<file path="config.mk">
export PLATFORM = sky130hd
export DESIGN_NAME = bus_slave_resp_mux_n
export DESIGN_NICKNAME = d
export VERILOG_FILES = /design/src/rtl/bus_mux_pkg.sv /design/src/rtl/prio_enc_lsb.sv /design/src/rtl/bus_slave_resp_mux_n.sv
export SDC_FILE = /design/constraint.sdc
export NUM_CORES = 1
export LEC_CHECK = 0
export CORE_ASPECT_RATIO = 0.6
export CORE_MARGIN = 10
export CORE_UTILIZATION = 45
export CTS_CLUSTER_DIAMETER = 100
export CTS_CLUSTER_SIZE = 30
export DETAILED_ROUTE_END_ITERATION = 8
export HOLD_SLACK_MARGIN = 0.02
export PLACE_DENSITY = 0.87
export SLEW_MARGIN = 25
export SYNTH_ARGS = -nofsm -noshare
export SYNTH_HDL_FRONTEND = slang
export SYNTH_SLANG_ARGS = --single-unit
</file>
<file path="constraint.sdc">
create_clock -name clk -period 2.8 [get_ports clk]
set_clock_uncertainty 0.1 [all_clocks]
set_input_delay 0.28 -clock clk [delete_from_list [all_inputs] [get_ports clk]]
set_output_delay 0.28 -clock clk [all_outputs]
set_load 0.01 [all_outputs]
</file>
<file path="src/rtl/bus_mux_pkg.sv">
// Shared types and constants for the bus read-response multiplexer.
// Response words, enable levels and the FSM state encoding live here.
package bus_mux_pkg;

    localparam int BUS_DATA = 32;

    localparam logic                EN            = 1'b1;
    localparam logic                DIS_EN        = 1'b0;
    localparam logic [BUS_DATA-1:0] ZERO_WORD     = {BUS_DATA{1'b0}};
    localparam logic [BUS_DATA-1:0] RESP_ERR_DATA = ZERO_WORD;

    typedef enum logic [0:0] {
        IDLE = 1'b0,
        WAIT = 1'b1
    } mux_state_t;

    // Watchdog counter width; a disabled watchdog still needs a 1-bit vector.
    function automatic int cnt_width(input int timeout);
        return (timeout > 0) ? $clog2(timeout + 1) : 1;
    endfunction

endpackage

</file>
<file path="src/rtl/prio_enc_lsb.sv">
// Lowest-set-bit priority encoder: bit 0 has the highest priority.
// Reusable by any arbiter that needs a fixed-priority grant index.
module prio_enc_lsb #(
    parameter  int W     = 5,
    localparam int IDX_W = (W > 1) ? $clog2(W) : 1
) (
    input  logic [W-1:0]     req_i,
    output logic [IDX_W-1:0] idx,
    output logic             valid
);

    // Scan from the top down so the lowest set bit is the last one written.
    always_comb begin
        idx = {IDX_W{1'b0}};
        for (int i = W - 1; i >= 0; i--) begin
            idx = req_i[i] ? IDX_W'(i) : idx;
        end
        valid = |req_i;
    end

endmodule

</file>
<file path="src/rtl/bus_slave_resp_mux_n.sv">
// Registered read-response mux: locks onto the lowest enabled slave per request,
// returns its data with a one-cycle ready pulse, and error-terminates misses and timeouts.
module bus_slave_resp_mux_n
    import bus_mux_pkg::*;
#(
    parameter int N_SLAVE  = 5,
    parameter int DATA_W   = BUS_DATA,
    parameter int TIMEOUT  = 255,
    parameter int ERRCNT_W = 8
) (
    input  logic                           clk,
    input  logic                           rst,
    input  logic                           req_i,
    input  logic [N_SLAVE-1:0]             c_en_i,
    input  logic [N_SLAVE-1:0][DATA_W-1:0] rd_data_i,
    input  logic [N_SLAVE-1:0]             ready_i,
    output logic [DATA_W-1:0]              rd_data_o,
    output logic                           ready_o,
    output logic                           err_o,
    output logic                           busy_o,
    output logic [ERRCNT_W-1:0]            err_cnt_o
);

    localparam int               IDX_W    = (N_SLAVE > 1) ? $clog2(N_SLAVE) : 1;
    localparam int               CNT_W    = cnt_width(TIMEOUT);
    localparam bit               WDOG_EN  = (TIMEOUT > 0);
    localparam logic [CNT_W-1:0] CNT_LAST = CNT_W'((TIMEOUT > 0) ? TIMEOUT - 1 : 0);

    mux_state_t          state_q, state_d;
    logic [DATA_W-1:0]   rd_data_q, rd_data_d;
    logic                ready_q, ready_d;
    logic                err_q, err_d;
    logic                busy_q, busy_d;
    logic [ERRCNT_W-1:0] err_cnt_q, err_cnt_d;
    logic [IDX_W-1:0]    sel_q, sel_d;
    logic [CNT_W-1:0]    cnt_q, cnt_d;

    logic [IDX_W-1:0]    enc_idx_s;
    logic                enc_valid_s;
    logic                enc_rdy_s;
    logic                sel_rdy_s;
    logic                tmo_s;

    prio_enc_lsb #(.W(N_SLAVE)) u_enc (
        .req_i (c_en_i),
        .idx   (enc_idx_s),
        .valid (enc_valid_s)
    );

    assign enc_rdy_s = ready_i[enc_idx_s];
    assign sel_rdy_s = ready_i[sel_q];
    assign tmo_s     = WDOG_EN && (cnt_q == CNT_LAST);

    // State register.
    always_ff @(posedge clk or posedge rst) begin
        if (rst) begin
            state_q <= IDLE;
        end else begin
            state_q <= state_d;
        end
    end

    // Next-state: only a request that cannot be answered at once enters WAIT.
    always_comb begin
        state_d = state_q;
        case (state_q)
            IDLE: begin
                if (req_i && enc_valid_s && !enc_rdy_s) begin
                    state_d = WAIT;
                end else begin
                    state_d = IDLE;
                end
            end
            WAIT: begin
                if (sel_rdy_s || tmo_s) begin
                    state_d = IDLE;
                end else begin
                    state_d = WAIT;
                end
            end
            default: state_d = IDLE;
        endcase
    end

    // Response, selection and watchdog next values; inputs are ignored while locked.
    always_comb begin
        rd_data_d = rd_data_q;
        ready_d   = DIS_EN;
        err_d     = DIS_EN;
        sel_d     = sel_q;
        cnt_d     = cnt_q;
        case (state_q)
            IDLE: begin
                if (req_i && enc_valid_s) begin
                    if (enc_rdy_s) begin
                        rd_data_d = rd_data_i[enc_idx_s];
                        ready_d   = EN;
                    end else begin
                        sel_d = enc_idx_s;
                        cnt_d = {CNT_W{1'b0}};
                    end
                end else if (req_i) begin
                    rd_data_d = DATA_W'(RESP_ERR_DATA);
                    ready_d   = EN;
                    err_d     = EN;
                end else begin
                    cnt_d = cnt_q;
                end
            end
            WAIT: begin
                if (sel_rdy_s) begin
                    rd_data_d = rd_data_i[sel_q];
                    ready_d   = EN;
                end else if (tmo_s) begin
                    rd_data_d = DATA_W'(RESP_ERR_DATA);
                    ready_d   = EN;
                    err_d     = EN;
                end else begin
                    cnt_d = cnt_q + CNT_W'(1);
                end
            end
            default: begin
                ready_d = DIS_EN;
            end
        endcase
        busy_d = (state_d == WAIT);
        if (err_d && (err_cnt_q != {ERRCNT_W{1'b1}})) begin
            err_cnt_d = err_cnt_q + ERRCNT_W'(1);
        end else begin
            err_cnt_d = err_cnt_q;
        end
    end

    // Output and datapath registers.
    always_ff @(posedge clk or posedge rst) begin
        if (rst) begin
            rd_data_q <= DATA_W'(ZERO_WORD);
            ready_q   <= DIS_EN;
            err_q     <= DIS_EN;
            busy_q    <= DIS_EN;
            err_cnt_q <= {ERRCNT_W{1'b0}};
            sel_q     <= {IDX_W{1'b0}};
            cnt_q     <= {CNT_W{1'b0}};
        end else begin
            rd_data_q <= rd_data_d;
            ready_q   <= ready_d;
            err_q     <= err_d;
            busy_q    <= busy_d;
            err_cnt_q <= err_cnt_d;
            sel_q     <= sel_d;
            cnt_q     <= cnt_d;
        end
    end

    assign rd_data_o = rd_data_q;
    assign ready_o   = ready_q;
    assign err_o     = err_q;
    assign busy_o    = busy_q;
    assign err_cnt_o = err_cnt_q;

endmodule

</file>
After elaboration in Yosys (flattened, before gate mapping)

Cells that the tools add are included.

Add/sub/neg operators: 2
$lt $le $gt $ge: 2
Equality and inequality tests: 9
Mux-type cells: 36
Bitwise logic cells: 2
Reductions and logical operators: 9

Operators with widths:

| cell                                                | count |
|---|---|
| two-way mux 32 bit                                  | 7 |
| binary-select mux 32 bit (select 3 bit)             | 2 |
| one-hot mux 32 bit (2 select lines)                 | 1 |
| two-way mux 8 bit                                   | 4 |
| adder 8 x 1 -> 8 bit (second input constant)        | 2 |
| one-hot mux 8 bit (2 select lines)                  | 1 |
| two-way mux 3 bit                                   | 5 |
| two-way mux 1 bit                                   | 11 |
| == test 8 bit (second input constant)               | 1 |
| < comparator 3 x 4 -> 1 bit (second input constant) | 2 |
| != test 2 bit (second input constant)               | 4 |
| != test 8 bit (second input constant)               | 1 |
| binary-select mux 1 bit (select 3 bit)              | 2 |
| != test 3 bit (second input constant)               | 2 |
| one-hot mux 1 bit (2 select lines)                  | 3 |
| AND reduction 3 bit                                 | 2 |
| OR reduction 5 bit                                  | 1 |
| AND reduction 4 bit                                 | 1 |
| logical AND 1 bit                                   | 3 |
| != test 3 x 1 -> 1 bit (second input constant)      | 1 |
| NOT 1 bit                                           | 2 |
| logical NOT 1 bit                                   | 1 |
| logical OR 1 bit                                    | 1 |

Bits in registers: 54
Output and inout bits: 43
Word-level logic and storage cells: 67

Logic depth before layout (Yosys ltp)

Gate-level depths: netlist of run 1.

Depth after elaboration: 11
Gate-level depth with buffers: 8
Depth with buffers taken out: 7

By module

From an unflattened synthesis of run 1, not the netlist that was laid out.

Cell total of the unflattened synthesis: 638
Area total of the unflattened synthesis: 5500.3 um2

Modules (own cells, without submodules):

| module               | times used | cells each | area each (um2) | seq. area each (um2) |
|---|---|---|---|---|
| bus_slave_resp_mux_n | 1          | 630        | 5451.5          | 1351.3 |
| prio_enc_lsb         | 1          | 8          | 48.8            | 0.0 |

Least setup slack after synthesis of run 1

OpenSTA, ideal clock, no wires.

Path kind: register to register
Start point: register sel_q[1]
End point: register rd_data_q[0] (netlist: rd_data_o[0])
Arrival time: 2024 ps
Data required time: 2575 ps
Slack: 551 ps
Cell stages (with the launch flop): 8
Path buffers: 2
Period minus slack after synthesis: 2249 ps
Cell sequence: dfrtp_1 -> or2_1 -> clkbuf_1 -> nor2_1 -> o31ai_4 -> nor3_4 -> buf_6 -> mux2_4

Longest elaborated chain between the ends: 4
Elaborated cells between the ends (all ways): 8

Ends and longest elaborated chain:

| item                                                                                                     | line                                                    | text |
|---|---|---|
| start, declared                                                                                          | bus_slave_resp_mux_n.sv:35                              | `logic [IDX_W-1:0] sel_q, sel_d;` |
| start signal, assigned                                                                                   | bus_slave_resp_mux_n.sv:142                             | `sel_q <= {IDX_W{1'b0}};` |
| start signal, assigned                                                                                   | bus_slave_resp_mux_n.sv:150                             | `sel_q <= sel_d;` |
| binary-select mux 1 bit (select 3 bit) / binary-select mux 32 bit (select 3 bit) (equally long branches) | bus_slave_resp_mux_n.sv:51, bus_slave_resp_mux_n.sv:112 |  |
| two-way mux 1 bit (implied by the code) / two-way mux 32 bit (equally long branches)                     | bus_slave_resp_mux_n.sv:51, bus_slave_resp_mux_n.sv:112 |  |
| != test 3 x 1 -> 1 bit (no line) / two-way mux 32 bit (equally long branches)                            | -                                                       |  |
| AND reduction 3 bit (no line) / one-hot mux 32 bit (2 select lines) (equally long branches)              | -                                                       |  |
| end signal, assigned                                                                                     | bus_slave_resp_mux_n.sv:137                             | `rd_data_q <= DATA_W'(ZERO_WORD);` |
| end signal, assigned                                                                                     | bus_slave_resp_mux_n.sv:145                             | `rd_data_q <= rd_data_d;` |
| end, declared                                                                                            | bus_slave_resp_mux_n.sv:30                              | `logic [DATA_W-1:0] rd_data_q, rd_data_d;` |

Several ways; a longest one is shown, not always the timed one. The select of a mux whose other input is x is not followed.
A chain may end at the register's enable or synchronous reset.

Worst setup path in the final report of run 1

Start point: register sel_q[1]
End point: register rd_data_q[4] (netlist: rd_data_o[4])

The elaborated chain is that of the path after synthesis.

==> out/metrics.cfg, run 1 <==
[hold_path]
hp-class = primary input to asynchronous set/reset pin

[global_route]
met1_usage_pct = 35.25
grt_pass1_wl_mm = 36.23
antenna_found_initial = 1
busiest_layer = met2
grt_use_met3_pct = 7.589
use_met2_pct = 41.98
grt_max_degree = 45
grt_util_all_layers_pct = 26.66
overflow = 0
grt_pass1_vias = 6365

[drt]
route.detailed.drc = 0
num_vias = 6113
drt_iter0_drc = 718
antenna_left = 0
drt_wl_total_mm = 23.16
viasPerCell = 6.696
wl_per_cell_um = 25.37
drt_pass1_iterations = 6

[synth]
synth_top_cell_by_area = dfrtp_1
syn_nets = 731
yosys_warnings = 0
netlist_instances = 555
syn-cell-area_sq_mm = 0.005283
ys_seq_area_share_pct = 25.58
async_flop_share_pct = 100.0
synth_edf_count = 0
syn_area_per_cell_sq_um = 9.518
synthFlopType = dfrtp_1
ys_ff_latch = 54
yosysMostFrequentCell = dfrtp_1
yosys.area.top_type_share_pct = 25.58
ys_top_cells_by_area = dfrtp_1 26%, mux4_2 12%, mux2_4 8.2%
synth_cell_type_count = 55
synth_commonest_cells = 54 x dfrtp_1, 40 x clkbuf_1, 38 x a21oi_1, 36 x o21ai_0

[floorplanning]
core_sq_mm = 0.01137
die_w_um = 159.9
std_cell_rows = 30
die-area_sq_mm = 0.01662
die_h_um = 103.9
start_util_pct = 46.45
io_pins = 216

[power_and_ir_drop]
irDropWorstVdd_uv = 375.4
p_leak_nw = 3.072
pwr_density_cell_mw_per_mm2 = 652.7

[setup_path]
reg2regPathDepth = 6
cp.required_ns = 2.88
path_buf_inv = 1
cp_data_arrival_time_ns = 2.64
rrSetupSlack_ns = 0.24
end_kind = flop
critPathKind = flop to flop
timing.rr.start = sel_q[1]
timing.rr.end = rd_data_o[4]
slowest_stage = nor2_1
cpLargestDelayFamily = simple AND/OR/NAND/NOR gates
start_kind = flop
path_max_fanout = 20
crit_path_cell_trace = or2_1 > nor2_1 > o31ai_4 > nor3_4 > buf_12 > mux2_4
max_stage_delay_ns = 0.49

[clock_tree]
post_cts_buffers = 0
postCtsHoldBufs = 0
cts.repair.resized = 0
h-tree-depth = 2
clk_pin_slew_ns = 0.07
clk_latency_ns = 0.29
cts_tree = built
cts.sinks = 54
cts_buffers = 5
cts_buffer_depth = 2
clockRootBuffer = clkbuf_16

[sta]
setup_violations = 0
hold_viol = 0
slew_violations = 0
max_freq_mhz = 391.0
min_period_ns = 2.557
post-route-period-util_pct = 91.33
setup_tns_ns = 0
relSlewSlack_pct = 56.92
tightest_slew_ns = 0.6461
grt_setup_unrepaired = false

[finish]
regArea_sq_mm = 0.001353
area_growth_pct = 48.32
final_layout_size_suffix_gt1_share_pct = 15.80
antenna_cells = 0
final_cells = 913
utilization_pct = 68.89
multi_input_area_sq_mm = 0.003651
fillers = 850
nNetsFinal = 928

[placement]
port-buffer-count = 215
gp_congestion = 0.9430
dp_cells = 905
dpl.hpwl_mm = 17.12

[job]
maxCapViolCount = 0

[outcome]
status = completed

## registers in the layout (all words and copies together), names as in the netlist
name,cells
ready_o,1
err_o,1
err_cnt_o,8
sel_q,3
rd_data_o,32
cnt_q,8
busy_o,1
## kinds of logic (layout without fill, tap and decap cells)
kind of cell,count (synthesis),after routing,share of synthesized area [%]
AOI/OAI and AO/OA,191,191,24.35
xor gates and xnor gates,5,5,0.8290
adders and majority gates,3,3,0.7106
buffers and inverters,66,264,5.661
DFF,54,54,25.58
muxes,78,78,24.11
and+or+nand+nor,158,158,18.76
## per-layer routing
metal | share of wire (%) | wire [um] | vias up
met2 | 45 | 10350 | 518
li1 | - | - | 2594
met5 | 0.056 | 13 | -
met3 | 12 | 2872 | 50
met4 | 1.7 | 399 | 2
met1 | 41 | 9530 | 2949
## power by group
part	internal (mW)	switching, mW	total (mW)
logic	1.79	1.44	3.23
clock network	0.356	0.291	0.647
registers	1.02	0.213	1.24
## cells in the final DEF, fill, tap and decap left out, drive strengths merged, types with 2 or more instances in the layout
| cell | instances |
|---|---|
| clkdlybuf4s50 | 213 |
| dfrtp | 54 |
| a21oi | 38 |
| o21ai | 37 |
| mux2 | 37 |
| nand2b | 32 |
| a22oi | 32 |
| buf | 32 |
| and3 | 30 |
| or3 | 30 |
| a211oi | 27 |
| mux4 | 27 |
| o32ai | 27 |
| mux2i | 14 |
| o22ai | 13 |
| nor2b | 11 |
| inv | 11 |
| nand2 | 9 |
| nand3 | 7 |
| nor2 | 7 |
| o31ai | 7 |
| clkbuf | 7 |
| nand4 | 6 |
| nor3b | 5 |
| nor3 | 5 |
| and2 | 4 |
| xnor2 | 4 |
| or2 | 4 |
| o211ai | 3 |
| ha | 3 |
| nor4 | 2 |
## worst reg2reg max path: cells and delay by family, from the launching register on
| family | cells | cell delay, ns |
|---|---|---|
| compound gates | 1 | 0.18 |
| mux | 1 | 0.33 |
| simple gates | 3 | 1.17 |
| buf+inv | 1 | 0.25 |
| flops | 1 | 0.41 |
## through the flow
stage / setup WS, ns / hold WS (ns) / power [mW] / area [sq um]
global route: 0.1240 / 0.3492 / 5.394 / 7835
global placement: 0.1440 / 0.3982 / 4.331 / 7687
CTS: 0.2539 / 0.3033 / 5.087 / 7835
finish: 0.2427 / 0.2790 / 5.114 / 7835
detailed placement: 0.02054 / 0.3915 / 4.430 / 7687
floorplan: 0.5512 / 0.3953 / 3.215 / 5283
## final cells by class
type	count	share of cell area (%)
inverters	11	0.5270
clock buffers	7	1.821
repair buffers	245	31.17
flip-flops and latches	54	17.26
multi-input cells	435	46.60
clock inverters	1	0.06388
well taps	160	2.555
## how the worst max path moves through the flow
stage | startpoint | endpoint | slack, ns | cells after the start
floorplan | sel_q[1] | rd_data_o[0] | 0.55 | 7
global placement | c_en_i[2] | rd_data_o[1] | 0.14 | 7
detailed placement | c_en_i[3] | rd_data_o[6] | 0.02 | 7
CTS | sel_q[1] | rd_data_o[0] | 0.25 | 6
global route | sel_q[1] | rd_data_o[4] | 0.12 | 6
finish | sel_q[1] | rd_data_o[4] | 0.24 | 6
Note: power is estimated with default switching activity, not from simulation.
==> run 2: changes to the inputs <==
CORE_ASPECT_RATIO = unset   (was 0.6)
PLACE_DENSITY = 0.83   (was 0.87)
==> run 2 against run 1 <==
Effect of this change:
- power grew 0.74%
- count of clock-buffer cells in the layout shrank 2
- sequential share of layout area is essentially flat
- non-clock buffer count shrank 1
==> out/metrics.cfg, run 2 (synthesis gave the netlist of run 1 again) <==
[global_route]
antenna_found_initial = 0
grt_pass1_wl_mm = 33.53
grt_util_all_layers_pct = 24.79
overflow = 0
grt_max_degree = 39
grt_pass1_vias = 6282

[finish]
nNetsFinal = 927
antenna_cells = 0
fillers = 884
most-common-layout-cells = 213 x clkdlybuf4s50_1, 53 x dfrtp_1, 36 x a21oi_1, 36 x o21ai_0
final_common_cell = clkdlybuf4s50_1
final_layout_size_suffix_gt1_share_pct = 15.82
largest_reg_flops = 32
area_growth_pct = 48.15

[sta]
grt_setup_unrepaired = false
min_period_ns = 2.569
max_freq_mhz = 389.2
post-route-period-util_pct = 91.77
setup_violations = 0
hold_ws_ns = 0.2578
relSlewSlack_pct = 50.37
slew_violations = 0
setup_tns_ns = 0
hold_viol = 0
tightest_slew_ns = 0.7421

[placement]
dpl.hpwl_mm = 16.06
port-buffer-count = 215
gp_congestion = 0.9375

[clock_tree]
cts.sinks = 54
cts.repair.resized = 0
postCtsHoldBufs = 0
clk_pin_slew_ns = 0.08
cts_buffers = 5
clk_latency_ns = 0.29
post_cts_buffers = 0
cts_buffer_depth = 2
cts_tree = built
clockRootBuffer = clkbuf_16
h-tree-depth = 2

[power_and_ir_drop]
p_leak_nw = 3.076
p_seq_share_pct = 23.8
pwr_density_cell_mw_per_mm2 = 658.3
totalPowerFinal_mw = 5.152
irDropWorstVdd_uv = 492.1
clockPowerShare_pct = 14.2
p_comb_share_pct = 62.0
p_int_mw = 3.234
swShare_pct = 37.23
p_sw_mw = 1.918

[floorplanning]
io_pins = 216
core_sq_mm = 0.01147
start_util_pct = 46.07
die-area_sq_mm = 0.01647
die_w_um = 128.3
std_cell_rows = 39
die_h_um = 128.3

[job]
maxCapViolCount = 0

[drt]
num_vias = 5876
drt_pass1_iterations = 5
viasPerCell = 6.565
antenna_left = 0
wl_per_cell_um = 24.11
drt_iter0_drc = 882
drt_wl_total_mm = 21.58
route.detailed.drc = 0

[setup_path]
cp.required_ns = 2.88
critPathKind = flop to flop
path_max_fanout = 14
start_kind = flop
end_kind = flop
cp_data_arrival_time_ns = 2.65
max_stage_delay_ns = 0.48
crit_path_cell_trace = or2_1 > nor2_1 > o31ai_4 > nor3_4 > buf_12 > mux2_2
slowest_stage = nor2_1

[outcome]
status = completed

[hold_path]
hp-class = primary input to asynchronous set/reset pin

[run 2: path summary, 6_finish.rpt]
| path | start | end | slack (ns) | cells after the start |
|---|---|---|---|---|
| setup / recovery | sel_q[1] | rd_data_o[15] | 0.23 | 6 |
| hold / removal | rst | rd_data_o[20] | 0.26 | 2 |
| setup reg to reg | sel_q[1] | rd_data_o[15] | 0.23 | 6 |
| hold reg to reg | err_cnt_o[5] | err_cnt_o[5] | 0.39 | 1 |
| max in group asynchronous | rst | rd_data_o[29] | 1.63 | 3 |
| min in group clk | err_cnt_o[5] | err_cnt_o[5] | 0.39 | 1 |
[run 2: worst max-delay path: cells and delay by family, from the launching register on]
kind,cells,cell delay (ns)
AND/OR/NAND/NOR,3,1.15
multiplexers,1,0.35
flip-flops,1,0.47
buffers and inverters,1,0.22
AO/OA/AOI/OAI,1,0.17
[run 2: power groups by stage]
stage	combinational, mW	sequential (mW)	clock, mW
CTS	3.19	1.22	0.751
finish	3.19	1.23	0.733
floorplan	1.95	1.26	0
detailed placement	3.18	1.23	0
global placement	3.09	1.22	0
global route	3.39	1.26	0.782
[run 2: final cells by class]
class	count	area (sq um)	area share [%]
Multi-Input combinational cell	435	3657	46.73
Timing Repair Buffer	244	2422	30.95
Sequential cell	54	1353	17.28
Tap cell	143	178.9	2.286
Clock buffer	5	125.1	1.599
Clock inverter	3	48.80	0.6235
Inverter	11	41.29	0.5276
[run 2: per-layer routing]
layer,track usage [%],part of all wire [%]
met5,0,0
met4,8.808,2.8
met3,6.653,11
met2,41.10,49
met1,30.31,37
[run 2: stage by stage]
stage               area, sq um  utilization [%]  instances  setup WS (ns)
detailed placement         7646            66.68        887        0.09504
finish                     7826            68.25        895         0.2305
floorplan                  5283                -        555         0.5512
CTS                        7820            68.19        895         0.2656
global placement           7646            66.68        887         0.1531
global route               7826            68.25        895         0.1400
==> run 3: changes to the inputs <==
CTS_CLUSTER_SIZE = 12   (was 30)
PLACE_DENSITY = 0.82   (was 0.83)
SYNTH_HIERARCHICAL = 1   (was unset)
==> run 3 against run 2 <==
Effect of this change:
- worst setup slack worse by 0.082 ns
- synthesized cell count up 15%
- count of clock-buffer cells in the layout unchanged
- die area rose by 3.5%
==> out/metrics.cfg, run 3 <==
[power_and_ir_drop]
p_leak_nw = 3.202
irDropWorstVdd_uv = 515.0
pwr_density_cell_mw_per_mm2 = 689.9
totalPowerFinal_mw = 5.592

[floorplanning]
io_pins = 216
core_sq_mm = 0.01201
die_w_um = 130.6
start_util_pct = 45.79
die-area_sq_mm = 0.01704
std_cell_rows = 40
die_h_um = 130.6

[drt]
num_vias = 6045
wl_per_cell_um = 21.88
drt_pass1_iterations = 5
drt_wl_total_mm = 21.42
route.detailed.drc = 0
drt_iter0_drc = 375
viasPerCell = 6.175
antenna_left = 0

[setup_path]
path_max_fanout = 15
slowest_stage = mux4_2
crit_path_cell_trace = clkdlybuf4s50_1 > nand2b_1 > a21oi_4 > mux4_2 > a211oi_4 > buf_4 > a311oi_4 > buf_4 > buf_4 > nor2_1 > a21oi_1
start_kind = primary input
critPathMostFrequentCell = buf_4
timing.rr.end = err_cnt_o[5]
max_stage_delay_ns = 0.54
timing.rr.start = sel_q[2]
reg2regPathDepth = 6
cp_data_arrival_time_ns = 2.72
cp.required_ns = 2.87
end_kind = flop
rrSetupSlack_ns = 0.37
critPathKind = primary input to flop

[synth]
synth_top_cell_by_area = dfrtp_1
yosys.area.top_type_share_pct = 24.57
ys_seq_area_share_pct = 24.57
yosys_warnings = 6
synth_cell_type_count = 45
syn_nets = 814
async_flop_share_pct = 100.0
yosysMostFrequentCell = mux2i_1
ys_top_cells_by_area = dfrtp_1 25%, mux2i_1 18%, mux2_2 8.2%
syn_area_per_cell_sq_um = 8.621
netlist_instances = 638
ys_ff_latch = 54
synthFlopType = dfrtp_1
synth_edf_count = 0
synth_commonest_cells = 98 x mux2i_1, 69 x a21oi_1, 64 x o22ai_1, 54 x dfrtp_1, 44 x clkbuf_1
syn-cell-area_sq_mm = 0.005500

[clock_tree]
cts_tree = built
cts.sinks = 54
clk_pin_slew_ns = 0.08
clockRootBuffer = clkbuf_16
cts_buffer_depth = 2
clk_latency_ns = 0.29
postCtsHoldBufs = 0
cts_buffers = 5
h-tree-depth = 2

[sta]
grt_setup_unrepaired = false
tightest_slew_ns = 0.9931
hold_viol = 0
slew_violations = 0
setup_violations = 0
post-route-period-util_pct = 94.70
max_freq_mhz = 377.1
min_period_ns = 2.652
setup_tns_ns = 0
relSlewSlack_pct = 33.54

[global_route]
antenna_found_initial = 0
grt_pass1_wl_mm = 32.85
grt_pass1_vias = 6204
overflow = 0
grt_util_all_layers_pct = 23.65
grt_max_degree = 55

[finish]
final_common_cell = clkdlybuf4s50_1
fin_area_sq_mm = 0.008105
area_growth_pct = 47.36
final_cells = 979
utilization_pct = 67.48
fillers = 980
antenna_cells = 0
largest_reg_flops = 32
final_layout_size_suffix_gt1_share_pct = 11.42
nNetsFinal = 1007
most-common-layout-cells = 215 x clkdlybuf4s50_1, 98 x mux2i_1, 68 x a21oi_1

[placement]
gp_congestion = 0.8480
dpl.hpwl_mm = 15.55
port-buffer-count = 215
dp_cells = 969
postPlaceCellArea_sq_mm = 0.007925

[hold_path]
hp-class = primary input to asynchronous set/reset pin

[job]
maxCapViolCount = 0

[outcome]
status = completed

run 3: layout make-up:
class                   count  area, sq um  share of cell area, %
clock buffers               5        125.1                  1.544
clock inverters             3        22.52                 0.2779
flip-flops and latches     54         1356                  16.73
well taps                 147        183.9                  2.269
repair buffers            250         2482                  30.63
multi-input cells         514         3913                  48.27
inverters                   6        22.52                 0.2779
run 3: worst max path at each step:
stage,startpoint,to,cells after the start
2_1_floorplan,c_en_i[2],cnt_q[3],8
3_3_place_gp,c_en_i[2],rd_data_o[10],10
3_5_place_dp,c_en_i[1],rd_data_o[4],11
4_1_cts,c_en_i[1],rd_data_o[4],11
5_1_grt,c_en_i[2],rd_data_o[31],11
6_report,c_en_i[2],rd_data_o[23],11
run 3: cells by family (layout without fill, tap and decap cells):
family,Yosys count,after routing,share of synthesized area (%)
mux,139,139,26.43
xor+xnor,4,4,0.6369
fa+ha+maj,3,3,0.6825
simple gates,158,158,18.15
buf+inv,70,264,5.118
flops,54,54,24.57
compound gates,210,210,24.41
run 3: repair_timing:
action,in CTS,in global routing
setup endpoints to repair,0,1
gates resized for setup,0,0
setup buffers,0,1
run 3: routing by layer:
layer  share of wire (%)  track usage (%)  vias to the layer above
li1                    -                -                     2826
met1                  39            28.22                     2919
met2                  49            40.20                      272
met3                  10            7.212                       28
met4                 1.8            6.606                        0
met5                   0                0                        -
run 3: power by group:
part	leakage, nW	internal, mW	total, mW	switching (mW)
registers	0.675	1.10	1.36	0.261
logic	2.45	1.84	3.59	1.75
clock network	0.0746	0.337	0.639	0.301
run 3: critical path: cells and delay by family:
| family | cells | cell delay (ns) |
|---|---|---|
| AO/OA/AOI/OAI | 4 | 0.58 |
| multiplexers | 1 | 0.54 |
| AND/OR/NAND/NOR | 2 | 0.30 |
| buffers and inverters | 4 | 1.02 |
run 3: per-stage QoR:
step                      setup slack [ns]  hold slack (ns)
after global routing               0.01584           0.4576
after CTS                           0.1613           0.4170
after global placement            -0.02187           0.4020
final                               0.1485           0.3933
after floorplan                     0.3116           0.4008
after detailed placement           -0.1412           0.4162
